**src/rtl/fixpoint_seq_if.sv**
```systemverilog
`default_nettype none
// ============================================================================
// Module   : fixpoint_seq_if
// Purpose  : Request/acknowledge bus to an external combinational step evaluator.
// Revision : 1.0 - initial release
// ============================================================================
interface fixpoint_seq_if #(
   parameter int W = 9
);
   logic         eval_req;
   logic [W-1:0] eval_cur;
   logic         eval_ack;
   logic [W-1:0] eval_nxt;

   modport master (
      output eval_req,
      output eval_cur,
      input  eval_ack,
      input  eval_nxt
   );

   modport slave (
      input  eval_req,
      input  eval_cur,
      output eval_ack,
      output eval_nxt
   );
endinterface
`default_nettype wire

```
**src/rtl/fixpoint_seq.sv**
```systemverilog
`default_nettype none
// ============================================================================
// Module   : fixpoint_seq
// Purpose  : Iterates state through an external evaluator until it stops
//            changing (fixpoint) or MAX_ITER updates have been made (timeout).
// Revision : 1.0 - initial release
// ============================================================================
module fixpoint_seq #(
   parameter int W        = 9,
   parameter int MAX_ITER = 64,
   parameter int CNT_W    = 7
) (
   input  wire logic             clk,
   input  wire logic             rst,
   input  wire logic             start,
   input  wire logic             abort,
   input  wire logic [W-1:0]     init_state,
   fixpoint_seq_if.master        eval,
   output logic                  busy,
   output logic                  done,
   output logic                  converged,
   output logic                  timeout,
   output logic [CNT_W-1:0]      iter_count,
   output logic [W-1:0]          fix_state
);

   typedef enum logic [1:0] {
      IDLE  = 2'd0,
      REQ   = 2'd1,
      CHECK = 2'd2,
      DONE  = 2'd3
   } state_t;

   localparam logic [CNT_W-1:0] c_max_iter = CNT_W'(MAX_ITER);

   state_t           r_state;
   logic [W-1:0]     r_cur;
   logic [W-1:0]     r_nxt_q;
   logic             r_eval_req;
   logic             r_busy;
   logic             r_done;
   logic             r_conv;
   logic             r_to;
   logic [CNT_W-1:0] r_iter;
   logic [W-1:0]     r_fix;
   logic [CNT_W-1:0] w_iter_inc;

   assign w_iter_inc = r_iter + CNT_W'(1);

   // Output flags are registered alongside every state transition.
   always_ff @(posedge clk) begin
      if (rst) begin
         r_state    <= IDLE;
         r_cur      <= '0;
         r_nxt_q    <= '0;
         r_eval_req <= 1'b0;
         r_busy     <= 1'b0;
         r_done     <= 1'b0;
         r_conv     <= 1'b0;
         r_to       <= 1'b0;
         r_iter     <= '0;
         r_fix      <= '0;
      end else begin
         r_done <= 1'b0;
         case (r_state)
            IDLE: begin
               if (start) begin
                  r_cur      <= init_state;
                  r_iter     <= '0;
                  r_conv     <= 1'b0;
                  r_to       <= 1'b0;
                  r_state    <= REQ;
                  r_eval_req <= 1'b1;
                  r_busy     <= 1'b1;
               end
            end
            REQ: begin
               if (abort) begin
                  r_state    <= IDLE;
                  r_eval_req <= 1'b0;
                  r_busy     <= 1'b0;
                  r_conv     <= 1'b0;
                  r_to       <= 1'b0;
               end else if (eval.eval_ack) begin
                  r_nxt_q    <= eval.eval_nxt;
                  r_state    <= CHECK;
                  r_eval_req <= 1'b0;
               end
            end
            CHECK: begin
               if (abort) begin
                  r_state <= IDLE;
                  r_busy  <= 1'b0;
                  r_conv  <= 1'b0;
                  r_to    <= 1'b0;
               end else if (r_nxt_q == r_cur) begin
                  r_conv  <= 1'b1;
                  r_fix   <= r_cur;
                  r_state <= DONE;
                  r_done  <= 1'b1;
               end else begin
                  r_cur  <= r_nxt_q;
                  r_iter <= w_iter_inc;
                  // The counter stops exactly at MAX_ITER, so it can never wrap.
                  if (w_iter_inc == c_max_iter) begin
                     r_to    <= 1'b1;
                     r_fix   <= r_nxt_q;
                     r_state <= DONE;
                     r_done  <= 1'b1;
                  end else begin
                     r_state    <= REQ;
                     r_eval_req <= 1'b1;
                  end
               end
            end
            DONE: begin
               r_state <= IDLE;
               r_busy  <= 1'b0;
               if (abort) begin
                  r_conv <= 1'b0;
                  r_to   <= 1'b0;
               end
            end
            default: begin
               r_state    <= IDLE;
               r_eval_req <= 1'b0;
               r_busy     <= 1'b0;
            end
         endcase
      end
   end

   assign eval.eval_req = r_eval_req;
   assign eval.eval_cur = r_cur;
   assign busy          = r_busy;
   assign done          = r_done;
   assign converged     = r_conv;
   assign timeout       = r_to;
   assign iter_count    = r_iter;
   assign fix_state     = r_fix;

endmodule
`default_nettype wire
```
**src/flat_wrapper.sv**
```systemverilog
// flat-port wrapper written by rule: the top's interface ports become plain ports
module fixpoint_seq_flat 
#(
   parameter int W        = 9,
   parameter int MAX_ITER = 64,
   parameter int CNT_W    = 7
)
  (clk, rst, start, abort, init_state, busy, done, converged, timeout, iter_count, fix_state, eval_eval_req, eval_eval_cur, eval_eval_ack, eval_eval_nxt);
  fixpoint_seq_if #(.W(W)) eval_i ();
  input  wire logic clk;
  input  wire logic rst;
  input  wire logic start;
  input  wire logic abort;
  input  wire logic [W-1:0] init_state;
  output logic busy;
  output logic done;
  output logic converged;
  output logic timeout;
  output logic [CNT_W-1:0] iter_count;
  output logic [W-1:0] fix_state;
  output wire logic [$bits(eval_i.eval_req)-1:0] eval_eval_req;
  output wire logic [$bits(eval_i.eval_cur)-1:0] eval_eval_cur;
  input wire logic [$bits(eval_i.eval_ack)-1:0] eval_eval_ack;
  input wire logic [$bits(eval_i.eval_nxt)-1:0] eval_eval_nxt;
  assign eval_eval_req = eval_i.eval_req;
  assign eval_eval_cur = eval_i.eval_cur;
  assign eval_i.eval_ack = eval_eval_ack;
  assign eval_i.eval_nxt = eval_eval_nxt;
  fixpoint_seq #(.W(W), .MAX_ITER(MAX_ITER), .CNT_W(CNT_W)) u_core (.clk(clk), .rst(rst), .start(start), .abort(abort), .init_state(init_state), .eval(eval_i), .busy(busy), .done(done), .converged(converged), .timeout(timeout), .iter_count(iter_count), .fix_state(fix_state));
endmodule
```
**config.mk**
```make
export PLATFORM = sky130hd
export DESIGN_NAME = fixpoint_seq_flat
export DESIGN_NICKNAME = d
export VERILOG_FILES = /design/src/rtl/fixpoint_seq_if.sv /design/src/rtl/fixpoint_seq.sv /design/src/flat_wrapper.sv
export SDC_FILE = /design/constraint.sdc
export NUM_CORES = 1
export LEC_CHECK = 0
export ABC_CLOCK_PERIOD_IN_PS = 1900
export BUFFER_PORTS_ARGS = -buffer_cell sky130_fd_sc_hd__buf_4
export CORE_MARGIN = 2
export CORE_UTILIZATION = 35
export DETAILED_ROUTE_END_ITERATION = 6
export GPL_ROUTABILITY_DRIVEN = 0
export GPL_TIMING_DRIVEN = 1
export PLACE_DENSITY = 0.56
export SLEW_MARGIN = 5
export SYNTH_ARGS = -nofsm -noshare
export SYNTH_HDL_FRONTEND = slang
export SYNTH_SLANG_ARGS = --single-unit
```
**constraint.sdc**
```tcl
create_clock -name clk -period 1.9 [get_ports clk]
set_input_delay 0.285 -clock clk [delete_from_list [all_inputs] [get_ports clk]]
set_output_delay 0.285 -clock clk [all_outputs]
set_load 0.05 [all_outputs]
```
# [After elaboration in Yosys (flattened, before gate mapping)]
# Cells that the tools add are included.
[word_totals] ff_bits=41 output_inout_bits=30 wordCells=79
[classes] add_sub_neg=1 eq_ne=15 muxes=36 bitwise_logic=2 reduce_logical=15
[ops] op="9-bit 2-to-1 mux" n=5
[ops] op="7-bit 2-to-1 mux" n=3
[ops] op="9-bit case mux with 2 select lines" n=1
[ops] op="1-bit 2-to-1 mux" n=15
[ops] op="7-bit case mux with 2 select lines" n=1
[ops] op="2-bit 2-to-1 mux" n=6
[ops] op="1-bit case mux with 3 select lines" n=4
[ops] op="9-bit == test" n=1
[ops] op="3-bit AND reduction" n=3
[ops] op="2-bit != test, second input constant" n=4
[ops] op="2-bit case mux with 4 select lines" n=1
[ops] op="4-bit AND reduction" n=2
[ops] op="7-bit by 1-bit adder with 7-bit output, second input constant" n=1
[ops] op="7-bit == test, second input constant" n=1
[ops] op="3-bit by 2-bit != test with 1-bit output, second input constant" n=2
[ops] op="3-bit != test, second input constant" n=2
[ops] op="6-bit AND reduction" n=1
[ops] op="2-bit == test, second input constant" n=2
[ops] op="2-bit by 1-bit != test with 1-bit output, second input constant" n=2
[ops] op="2-bit AND reduction" n=2
[ops] op="2-bit nonzero test" n=2
[ops] op="2-bit OR reduction" n=2
[ops] op="3-bit nonzero test" n=1
[ops] op="3-bit OR reduction" n=1
[ops] op="other kinds (3)" n=4

# [Longest topological paths before layout]
[depth] word_depth=6 ltp_mapped=8 mapped_depth_nobuf=7

# [Least setup slack after synthesis]
# Ideal clock, no wire load.
[synth_timing] path_kind="register to register" from="reg u_core.r_iter[0], in the netlist u_core.iter_count[0]" to="reg u_core.r_iter[6], in the netlist u_core.iter_count[6]" arrival_time_ns=2.016 path_slack_ns=-0.174 stages_incl_launch_ff=7 period_less_slack_ns=2.074 cell_sequence="dfxtp_1 > ha_1 > nand3_1 > or2_2 > or4_1 > a21oi_1 > a21o_1"
[synth_between] elab_chain_cells=4
[synth_rtl] element="start: declaration" line="fixpoint_seq.sv:44" text="logic [CNT_W-1:0] r_iter;"
[synth_rtl] element="start signal: assignment" line="fixpoint_seq.sv:103" text="r_iter <= w_iter_inc;"
[synth_rtl] element="7-bit by 1-bit adder with 7-bit output" line="fixpoint_seq.sv:48" text="assign w_iter_inc = r_iter + CNT_W'(1);"
[synth_rtl] element="7-bit 2-to-1 mux" line="fixpoint_seq.sv:96" text="end else if (r_nxt_q == r_cur) begin"
[synth_rtl] element="7-bit 2-to-1 mux" line="fixpoint_seq.sv:91" text="if (abort) begin"
[synth_rtl] element="7-bit case mux with 2 select lines" line="fixpoint_seq.sv:65" text="case (r_state)"
# Every way passes these cells. The select of a mux whose other input is x is not followed.
# A chain may end at the register's enable or synchronous reset.

# [Final worst setup path]
[layout_timing] from="reg u_core.r_iter[3], in the netlist u_core.iter_count[3]" to="reg u_core.r_fix[3], in the netlist u_core.fix_state[3]"
[layout_between] elab_chain_cells=4
[layout_rtl] element="7-bit by 1-bit adder with 7-bit output" line="fixpoint_seq.sv:48"
[layout_rtl] element="7-bit == test" line="fixpoint_seq.sv:105" text="if (w_iter_inc == c_max_iter) begin"
[layout_rtl] element="2-bit nonzero test (no source line)"
[layout_rtl] element="3-bit AND reduction (no source line)"
[layout_rtl] element="end signal: assignment" line="fixpoint_seq.sv:98" text="r_fix <= r_cur;"
[layout_rtl] element="end signal: assignment" line="fixpoint_seq.sv:107" text="r_fix <= r_nxt_q;"
[layout_rtl] element="end: declaration" line="fixpoint_seq.sv:45" text="logic [W-1:0] r_fix;"
# Every way passes these cells.

==> flow_metrics.env <==
export IMPL_hold_slack_ns=0.223
export IMPL_synthArstFlopShare_pct=0
export IMPL_grt_pass1_wl_microns=8090
export IMPL_synth_avg_cell_area_sq_um=9.65
export IMPL_die_h_microns=82.8
export IMPL_yosysWarningCount=0
export IMPL_max_freq_mhz=552
export IMPL_drive_gt1_share_pct=38.0
export IMPL_final_cell_mix="buf_4 (76), dfxtp_1 (29), mux2i_1 (27), nor2_1 (22), nand2b_1 (19)"
export IMPL_final_cell_count_no_fill=372
export IMPL_vias=1847
export IMPL_antenna_found_initial=0
export IMPL_n_antenna_cell=0
export IMPL_worstHoldPathType="in2reg"
export IMPL_hold_buffers=0
export IMPL_start_util_pct=36.5
export IMPL_drtPass1Iterations=4
export IMPL_avgViaCountPerCell=4.97
export IMPL_ys_top_cells_by_area="dfxtp_1 (38%), mux2i_1 (12%), nand2b_1 (5.5%)"
export IMPL_clock_skew_ns=0.00713
export IMPL_gr_usage_all_layers_pct=15.6
export IMPL_drt_iter0_markers=60
export IMPL_yosys_area_top_type="dfxtp_1"
export IMPL_ys_types=48
export IMPL_drc=0
export IMPL_synth_area_sq_um=2170
export IMPL_die_area_sq_um=6850
export IMPL_critPathLaunchType="register"
export IMPL_cts_tree="done"
export IMPL_grt_pass1_vias=1731
export IMPL_power_density_nw_per_um2=726
export IMPL_cap_viol_max_count=0
export IMPL_synth_top_flop_cell="dfxtp_1"
export IMPL_io_pin_count=53
export IMPL_internal_power_mw=1.40
export IMPL_maxSlewViolCount=0
export IMPL_pwr_share_clk_pct=27.1
export IMPL_num_rows=28
export IMPL_wl_microns=5100
export IMPL_timing_slew_headroom_pct=71.6
export IMPL_synth_top_cell_area_share_pct=37.8
export IMPL_cts_max_path_buffers=2
export IMPL_worstSetupPathType="reg2reg"
export IMPL_synth_edf_count=0
export IMPL_fin_crit_ns=1.81
export IMPL_crit_fanout=10
export IMPL_worstMarginPinSlew_ns=0.426
export IMPL_htree_levels=2
export IMPL_setup_tns_ns=0
export IMPL_cp_required_ns=2.12
export IMPL_synth_cells=225
export IMPL_hold_viol_final=0
export IMPL_endpoint_kind="register"
export IMPL_leakage_nw=1.28
export IMPL_worstSkewPairLatency_ns=0.29
export IMPL_ys_ff_latch=41
export IMPL_grt_max_degree=45
export IMPL_dp_hpwl_microns=3840
export IMPL_setup_viol=0
export IMPL_outcome="finished clean"
export IMPL_crit_arrival_ns=2.03
export IMPL_path_clk_slew_ns=0.08
export IMPL_power_switching_uw=716
export IMPL_clock_sinks=41
export IMPL_root_buffer="clkbuf_8"
export IMPL_cts_made_buffers=5
export IMPL_ant_nets=0
export IMPL_final_common_cell="buf_4"
export IMPL_place_port_buffers=52
export IMPL_areaGrowthSynthToFinish_pct=34.3
export IMPL_dieWidth_microns=82.8
export IMPL_syn_nets=254
export IMPL_swShare_pct=33.8
export IMPL_fin_crit_sh_pct=95.3
export IMPL_core_area_sq_um=5960
export IMPL_power_frac_seq_pct=44.9
export IMPL_yosysSeqAreaShare_pct=37.8
export IMPL_grt_overflow=0
export IMPL_comb_power_share_pct=28.0
export IMPL_rsz0062_at_grt="no"
export IMPL_ir_drop_mv=0.550
export IMPL_numPlacedInstances=363
export IMPL_nets=325
export IMPL_wl_per_cell_microns=13.7
worst paths after layout:
kind	startpoint	endpoint	slack (ns)	cells past startpoint
worst min-delay path	eval_eval_nxt[4]	u_core.r_nxt_q[4]	0.22	3
worst max register to register	u_core.iter_count[3]	u_core.fix_state[3]	0.09	6
worst min register to register	u_core.converged	u_core.converged	0.47	1
worst max-delay path	u_core.iter_count[3]	u_core.fix_state[3]	0.09	6
worst max-delay path, stage by stage (launching register included):
cell and delay (ns):
dfxtp_2 0.32, or4b_1 0.57, mux2i_4 0.20, nand3_2 0.15, a21oi_4 0.17, buf_12 0.15, mux2i_1 0.18
Yosys cell counts, types with 2 or more instances:
master	number
xor2_1	9
inv_1	5
a211oi_1	2
nor2_1	22
ha_1	6
o2bb2ai_1	2
o21a_1	3
mux2i_1	27
or4_1	2
clkbuf_1	5
nand2b_1	19
a21oi_1	16
nand4_1	4
nor2b_1	2
buf_2	5
buf_4	2
dfxtp_1	41
a21o_1	4
a21oi_2	2
a311oi_1	9
nand3_1	4
or2b_1	7
nand2_1	2
sequential cells by signal, summed over array words and instances, names as in the netlist:
register / flops
u_core.busy: 1
u_core.converged: 1
u_core.done: 1
u_core.eval.eval_cur: 9
u_core.eval.eval_req: 1
u_core.fix_state: 9
u_core.iter_count: 7
u_core.r_nxt_q: 9
u_core.r_state: 2
u_core.timeout: 1
power by group through the flow:
stage               sequential (mW)  clock (mW)  combinational [mW]
floorplan                      1.09           0               0.275
global placement              0.972           0               0.584
detailed placement            0.971           0               0.591
CTS                           0.951       0.594               0.594
global route                  0.959       0.630               0.638
finish                        0.951       0.574               0.592
area by class of cell:
class                           count  area (sq um)
Clock inverter                      3          21.3
Sequential cell                    41           836
Inverter                            5          18.8
Tap cell                           75          93.8
Clock buffer                        5          68.8
Multi-Input combinational cell    165          1280
Timing Repair Buffer               78           602
Fill cell                         585          3040
cells by family after synthesis:
kind of cell | share of synthesized area, %
AO/OA/AOI/OAI | 15.6
XOR/XNOR | 4.03
adder cells (fa/ha/maj) | 3.46
buffers and inverters | 4.72
flip-flops | 37.8
multiplexers | 13.1
AND/OR/NAND/NOR | 21.3
per-layer routing:
layer | vias to the layer above | track usage (%) | part of all wire (%) | wire length [microns]
li1 | 951 | - | - | -
met1 | 852 | 19.3 | 44 | 2260
met2 | 40 | 26.6 | 49 | 2500
met3 | 4 | 4.65 | 5.7 | 292
met4 | 0 | 3.93 | 0.82 | 42
met5 | - | 0 | 0 | 0
per-stage QoR:
| step | power [mW] | utilization (%) | cell area (sq um) | setup slack [ns] |
|---|---|---|---|---|
| final | 2.12 | 49.0 | 2920 | 0.0890 |
| after detailed placement | 1.56 | 46.8 | 2790 | 0.0187 |
| after global placement | 1.56 | 46.8 | 2790 | 0.0669 |
| after CTS | 2.14 | 48.3 | 2880 | 0.0383 |
| after global routing | 2.23 | 49.0 | 2920 | 0.00263 |
| after floorplan | 1.37 | - | 2190 | 0.0333 |
repair_timing:
item,CTS,global route
hold endpoints to repair,0,0
pin swaps,0,1
setup buffers,0,1
gates resized for setup,1,7
endpoints found under the setup margin,1,14
Note: power is estimated with default switching activity, not from simulation.
